`src/rtl/dispatch_stage.sv`:
```
// dispatch_stage: in-order uop FIFO dispatching the head to ROB and ALU/branch/memory queues with source-ready bits
package dispatch_pkg;
  localparam int PREG_W = 7;
  typedef struct packed {
    logic [15:0]       tag;
    logic              fu_alu;
    logic              fu_br;
    logic              fu_mem;
    logic [PREG_W-1:0] pd_new;
    logic [PREG_W-1:0] ps1;
    logic [PREG_W-1:0] ps2;
  } rename_data;
endpackage

module dispatch_stage #(
  parameter int DEPTH  = 4,
  parameter int NPREG  = 128,
  parameter int PREG_W = dispatch_pkg::PREG_W
) (
  input  logic                     clk,
  input  logic                     reset,
  input  logic                     in_valid,
  input  dispatch_pkg::rename_data in_data,
  output logic                     in_ready,
  input  logic                     rob_ready,
  output logic                     rob_alloc,
  output dispatch_pkg::rename_data disp_data,
  output logic                     ps1_rdy,
  output logic                     ps2_rdy,
  output logic                     alu_valid,
  input  logic                     alu_ready,
  output logic                     br_valid,
  input  logic                     br_ready,
  output logic                     mem_valid,
  input  logic                     mem_ready,
  input  logic                     wb_valid,
  input  logic [PREG_W-1:0]        wb_preg,
  input  logic                     mispredict
);
  localparam int AW = $clog2(DEPTH);
  dispatch_pkg::rename_data mem [DEPTH];
  logic [AW-1:0]    rd_ptr, wr_ptr;
  logic [AW:0]      count;
  logic [NPREG-1:0] busy;
  logic             push, fire, offer;
  assign in_ready  = count < (AW+1)'(DEPTH);
  assign push      = in_valid && in_ready && !mispredict;
  assign disp_data = mem[rd_ptr];
  assign offer     = (count != '0) && rob_ready && !mispredict;
  assign br_valid  = offer && disp_data.fu_br;
  assign mem_valid = offer && !disp_data.fu_br && disp_data.fu_mem;
  assign alu_valid = offer && !disp_data.fu_br && !disp_data.fu_mem;
  assign fire      = (br_valid && br_ready) || (mem_valid && mem_ready) || (alu_valid && alu_ready);
  assign rob_alloc = fire;
  assign ps1_rdy   = (disp_data.ps1 == '0) || !busy[disp_data.ps1] || (wb_valid && wb_preg == disp_data.ps1);
  assign ps2_rdy   = (disp_data.ps2 == '0) || !busy[disp_data.ps2] || (wb_valid && wb_preg == disp_data.ps2);
  always_ff @(posedge clk)
    if (push) mem[wr_ptr] <= in_data;
  always_ff @(posedge clk or posedge reset)
    if (reset) begin
      rd_ptr <= '0;
      wr_ptr <= '0;
      count  <= '0;
    end else begin
      rd_ptr <= mispredict ? '0 : rd_ptr + AW'(fire);
      wr_ptr <= mispredict ? '0 : wr_ptr + AW'(push);
      count  <= mispredict ? '0 : count + (AW+1)'(push) - (AW+1)'(fire);
    end
  always_ff @(posedge clk or posedge reset)
    if (reset) busy <= '0;
    else begin
      if (wb_valid) busy[wb_preg] <= 1'b0;
      if (fire && disp_data.pd_new != '0) busy[disp_data.pd_new] <= 1'b1;
    end
endmodule

```
`config.mk`:
```
export PLATFORM = sky130hd
export DESIGN_NAME = dispatch_stage
export DESIGN_NICKNAME = d
export VERILOG_FILES = /design/src/rtl/dispatch_stage.sv
export SDC_FILE = /design/constraint.sdc
export NUM_CORES = 1
export LEC_CHECK = 0
export CAP_MARGIN = 15
export CORE_MARGIN = 3
export CORE_UTILIZATION = 59
export CTS_CLUSTER_DIAMETER = 60
export DETAILED_ROUTE_END_ITERATION = 16
export HOLD_SLACK_MARGIN = 0.08
export PLACE_DENSITY = 0.85
export RECOVER_POWER = 100
export SLEW_MARGIN = 20
export SYNTH_ARGS = -nofsm -noshare
export SYNTH_HDL_FRONTEND = slang
export SYNTH_SLANG_ARGS = --single-unit
```
`constraint.sdc`:
```
create_clock -name clk -period 5.1 [get_ports clk]
set_input_delay 0.51 -clock clk [delete_from_list [all_inputs] [get_ports clk]]
set_output_delay 0.51 -clock clk [all_outputs]
set_load 0.02 [all_outputs]
```
; Word level (Yosys, flattened, before mapping)
; Memories as Yosys holds them, arrays and structs flattened.
; Cells that the tools add are included.
[totals]
ff_bits = 135
latchBits = 0
ramBits = 160
romBits = 0
wordCells = 67
n_memories = 1
[memory_table]
columns = memory, words, word_bits, read_ports, rd_ports_with_merged_regs, wr, line_no
row1 = mem, 4, 40, 1, 0, 1, 41  ; dispatch_pkg::rename_data mem [DEPTH];
[op_classes]
addsub = 4
mul = 0
div_mod_pow = 0
magnitude_cmp = 7
n_eq_ne = 2
shift = 0
muxes = 15
n_bitwise = 3
reduce_logical = 31
[op_table]
columns = cell, n
row1 = two-way mux 128 bit, 2
row2 = AND 128 bit, 1
row3 = inverter 128 bit, 1
row4 = OR 128 bit, 1
row5 = "< comparator 7 x 8 -> 1 bit, second input constant", 4
row6 = logical AND 1 bit, 16
row7 = binary-select mux 1 bit (select 7 bit), 2
row8 = demux 1 bit (select 7 bit), 2
row9 = == test 7 bit, 2
row10 = "greater-or-equal comparator 7 x 1 -> 1 bit, second input constant", 2
row11 = zero test 7 bit, 2
row12 = nonzero test 7 bit, 1
row13 = logical OR 1 bit, 6
row14 = two-way mux 1 bit, 6
row15 = zero test 1 bit, 5
row16 = adder 2 x 1 -> 2 bit, 2
row17 = two-way mux 2 bit, 2
row18 = adder 3 x 1 -> 3 bit, 1
row19 = "< comparator 3 bit, second input constant", 1
row20 = two-way mux 3 bit, 1
row21 = nonzero test 3 bit, 1
row22 = subtractor 3 x 1 -> 3 bit, 1

; Logic depth before layout (Yosys ltp)
[logic_depth]
word_depth = 10
ltp_mapped = 13

; Worst setup path after synthesis
; Ideal clock, no wire load.
[synth_timing]
kind = input to register
from = in mispredict
to = mem mem[2][0] (netlist name) (enable)
setup_ns = 0.496
arrival_time_ns = 3.912
required_ns = 4.604
setup_slack_ns = 0.693
cell_stages = 4
path_buffers = 1
cell_sequence = clkbuf_1 > inv_1 > nand3_1 > nor3b_1
[synth_via]
elab_chain_cells = 4
[synth_lines]
columns = item, line_no
row1 = "start, declared", 38  ; input logic mispredict
row2 = zero test 1 bit, 47  ; assign push = in_valid && in_ready && !mispredict;
row3 = logical AND 1 bit, 47
row4 = two-way mux 1 bit, 58  ; if (push) mem[wr_ptr] <= in_data;
row5 = two-way mux 1 bit (implied by the code), 58
row6 = "end, declared", 41
; No other way between the ends.

; Final worst setup path
[layout_timing]
from = reg rd_ptr[0]
to = out ps1_rdy
[layout_via]
elab_chain_cells = 6
word_cells_on_any_way = 9
cone_classes = 1 x eq/ne / 2 x mux / 5 x reduce/logical / 1 x memory
[layout_lines]
columns = item, line_no
row1 = "start, declared", 42  ; logic [AW-1:0] rd_ptr, wr_ptr;
row2 = "start signal, assigned", 65  ; rd_ptr <= mispredict ? '0 : rd_ptr + AW'(fire);
row3 = memory read (4 x 40 bit) (*), -
row4 = binary-select mux 1 bit (select 7 bit), 55  ; assign ps1_rdy = (disp_data.ps1 == '0) || !busy[disp_data.ps1] || (wb_valid && wb_preg == disp_data.ps1);
row5 = two-way mux 1 bit (implied by the code), 55
row6 = zero test 1 bit, 55
row7 = logical OR 1 bit, 55
row8 = logical OR 1 bit (*), 55
row9 = "end, declared", 28  ; output logic ps1_rdy,
; Every way passes the cells marked *; elsewhere a longest branch is shown, timed or not. The select of a mux whose other input is x is not followed.

==> flow_metrics.tcl <==
set metrics [dict create \
    holdWs_ns 0.5390 \
    std_cell_rows 55 \
    syn-num-nets 1108 \
    cp_data_required_time_ns 4.59 \
    fp.dieH_um 159.7 \
    area_delta_synth_final_pct 16.07 \
    antenna_found_initial 2 \
    cts_tree "done" \
    initial_core_util_pct 60.79 \
    drt_iter0_markers 1464 \
    syn_inst 1047 \
    grt_pass1_wl_um 62470 \
    synth_flop_cell "edfxtp_1" \
    max_stage_delay_ns 0.89 \
    ir_worst_vdd_uv 260.0 \
    worstHoldPathType "register to register" \
    synth_area_leaders "edfxtp_1 (34%), dfrtp_1 (24%), o21ai_0 (9.2%)" \
    numClockSinks 295 \
    core-area_um2 22920 \
    fin_crit_ns 5.023 \
    clock_skew_ns 0.01861 \
    drv_slew 304 \
    p_per_area_nw_per_um2 373.6 \
    grt_pass1_vias 10417 \
    drv_cap 7 \
    crit_type "register to output port" \
    yosysSeqAreaShare_pct 58.74 \
    worst_pin_slew_ns 3.467 \
    slowest_stage "mux4_4" \
    yosysMostFrequentCell "o21ai_0" \
    ys_seq_elements 295 \
    rsz0062_at_grt "no" \
    violations "capacitance limit, slew limit" \
    fin_ws_ns 0.07656 \
    die_w_um 159.7 \
    wl_per_cell_um 27.89 \
    synth_cell_types 62 \
    cts.clk_slew.worst_paths_ns 0.06 \
    final-setup-viol-count 0 \
    pre_cts_slack_ns 0.6419 \
    dieArea_um2 25490 \
    setup.worst_path.start_class "register" \
    post-dp-hpwl_um 24470 \
    drive_above_1_share_pct 12.40 \
    pin_count 103 \
    routed_wl_um 41170 \
    path_cells "buf_4 > mux4_4 > mux4_1 > mux2i_1 > o22ai_1 > a311oi_1 > o21ai_1 > o211ai_2 > dlygate4sd3_1" \
    yosys.area.top_type "edfxtp_1" \
    cts_buffers 31 \
    critPathMaxFanout 20 \
    dr_total_vias 10358 \
    arrival_ns 4.51 \
    grt_max_degree 77 \
    synth.cell_area_um2 13930 \
    final_area_um2 16170 \
    max-slew-margin-rel_pct -132.4 \
    hold_violations 0 \
    endpoint_kind "output port" \
    finalSetupTns_ns 0 \
    synth-edff-count 160 \
    async_flop_share_pct 45.76 \
    synth_top_area_share_pct 34.49 \
    place_area_um2 15120 \
    gr-total-overflow 0 \
    io_buffers 102 \
    gp_congestion 0.9779 \
    clk_latency_ns 0.58 \
    drc_errors 0 \
    fin_total_pwr_w 0.006040 \
    groute.usage.overall_pct 31.83 \
    fmax_ghz 0.1991 \
    dr.pass1.iters 6 \
    clockRootBuffer "clkbuf_16" \
    drtAntennaViolNets 0 \
    syn_avg_cell_area_um2 13.30 \
    vias_per_cell 7.018 \
    fin_crit_sh_pct 98.50 \
    synthTopCellsByCount "o21ai_0 (256), edfxtp_1 (160), dfrtp_1 (135)" \
    status "complete, but fails checks" \
    clockBufferDepth 3 \
    yosys_warnings 0 \
    htreeDepth 1 \
    p_leak_nw 6.033 \
    finalNetCount 1197 \
]
==> cell families after synthesis <==
family | count (synthesis) | share of synthesized area, %
xor+xnor | 18 | 1.132
fa+ha+maj | 5 | 0.5030
compound gates | 327 | 13.17
mux | 159 | 17.53
flops | 295 | 58.74
buf+inv | 75 | 2.964
simple gates | 168 | 5.955
==> report_power, final <==
group | internal, W | switching, W
Clock | 0.00124 | 0.000974
Sequential | 0.00266 | 0.0000837
Combinational | 0.000424 | 0.000656
==> layout by cell type, fill, tap and decap left out, types with 12 or more instances in the layout <==
cell type,n
dlygate4sd3_1,83
dfrtp_1,133
xnor2_1,12
mux2i_1,76
nand2_1,61
clkbuf_16,31
mux2_2,16
mux4_2,52
nor2_1,25
nand3_1,16
edfxtp_1,160
nor2b_1,28
a211oi_1,12
clkdlybuf4s50_1,19
o21ai_0,256
==> area by class of cell <==
type                            count  area (um^2)
Fill cell                        1521         6748
Tap cell                          313        391.6
Clock inverter                     15        147.6
Clock buffer                       43        858.3
Timing Repair Buffer              121         1175
Inverter                            9        38.79
Multi-Input combinational cell    678         5364
Sequential cell                   295         8188
Antenna cell                        2        5.005
==> worst max-delay path, delay by kind of cell (launching register included) <==
kind	cells	cell delay (ns)
buffers and inverters	2	1.05
AOI/OAI and AO/OA	4	0.90
DFF	1	0.59
muxes	3	1.40
==> final timing paths <==
kind                                          start                  to  slack (ns)  cells after the start
min in group asynchronous                     reset  count[0]$_DFF_PP0_        1.38                      2
worst min register to register   busy[40]$_DFF_PP0_  busy[40]$_DFF_PP0_        0.54                      2
worst min-delay path             busy[40]$_DFF_PP0_  busy[40]$_DFF_PP0_        0.54                      2
worst max register to register  rd_ptr[0]$_DFF_PP0_   busy[4]$_DFF_PP0_        1.15                      6
max in group asynchronous                     reset  busy[16]$_DFF_PP0_        1.06                      3
worst max-delay path            rd_ptr[0]$_DFF_PP0_             ps1_rdy        0.08                      9
==> flip-flops by register name, summed over array words and instances, names as in the netlist <==
| signal | count |
|---|---|
| count | 3 |
| mem | 160 |
| wr_ptr | 2 |
| busy | 128 |
| rd_ptr | 2 |
==> per-layer routing <==
metal,global-route usage (%),part of all wire (%),vias to the layer above
li1,-,-,4244
met1,42.14,35,5102
met2,49.90,47,828
met3,8.768,13,184
met4,14.25,5.7,0
met5,0,0,-
==> per-stage QoR <==
stage | instances | util [%]
global placement | 1410 | 65.98
global route | 1476 | 70.55
floorplan | 1047 | -
CTS | 1468 | 70.37
detailed placement | 1410 | 65.98
finish | 1476 | 70.55
==> timing repair <==
item | in CTS | in global routing
buffers inserted | 0 | 4
hold buffers | 0 | 0
resized for setup | 0 | 4
endpoints found under the setup margin | 0 | 2
No activity file was read; power rests on OpenSTA's default activity.
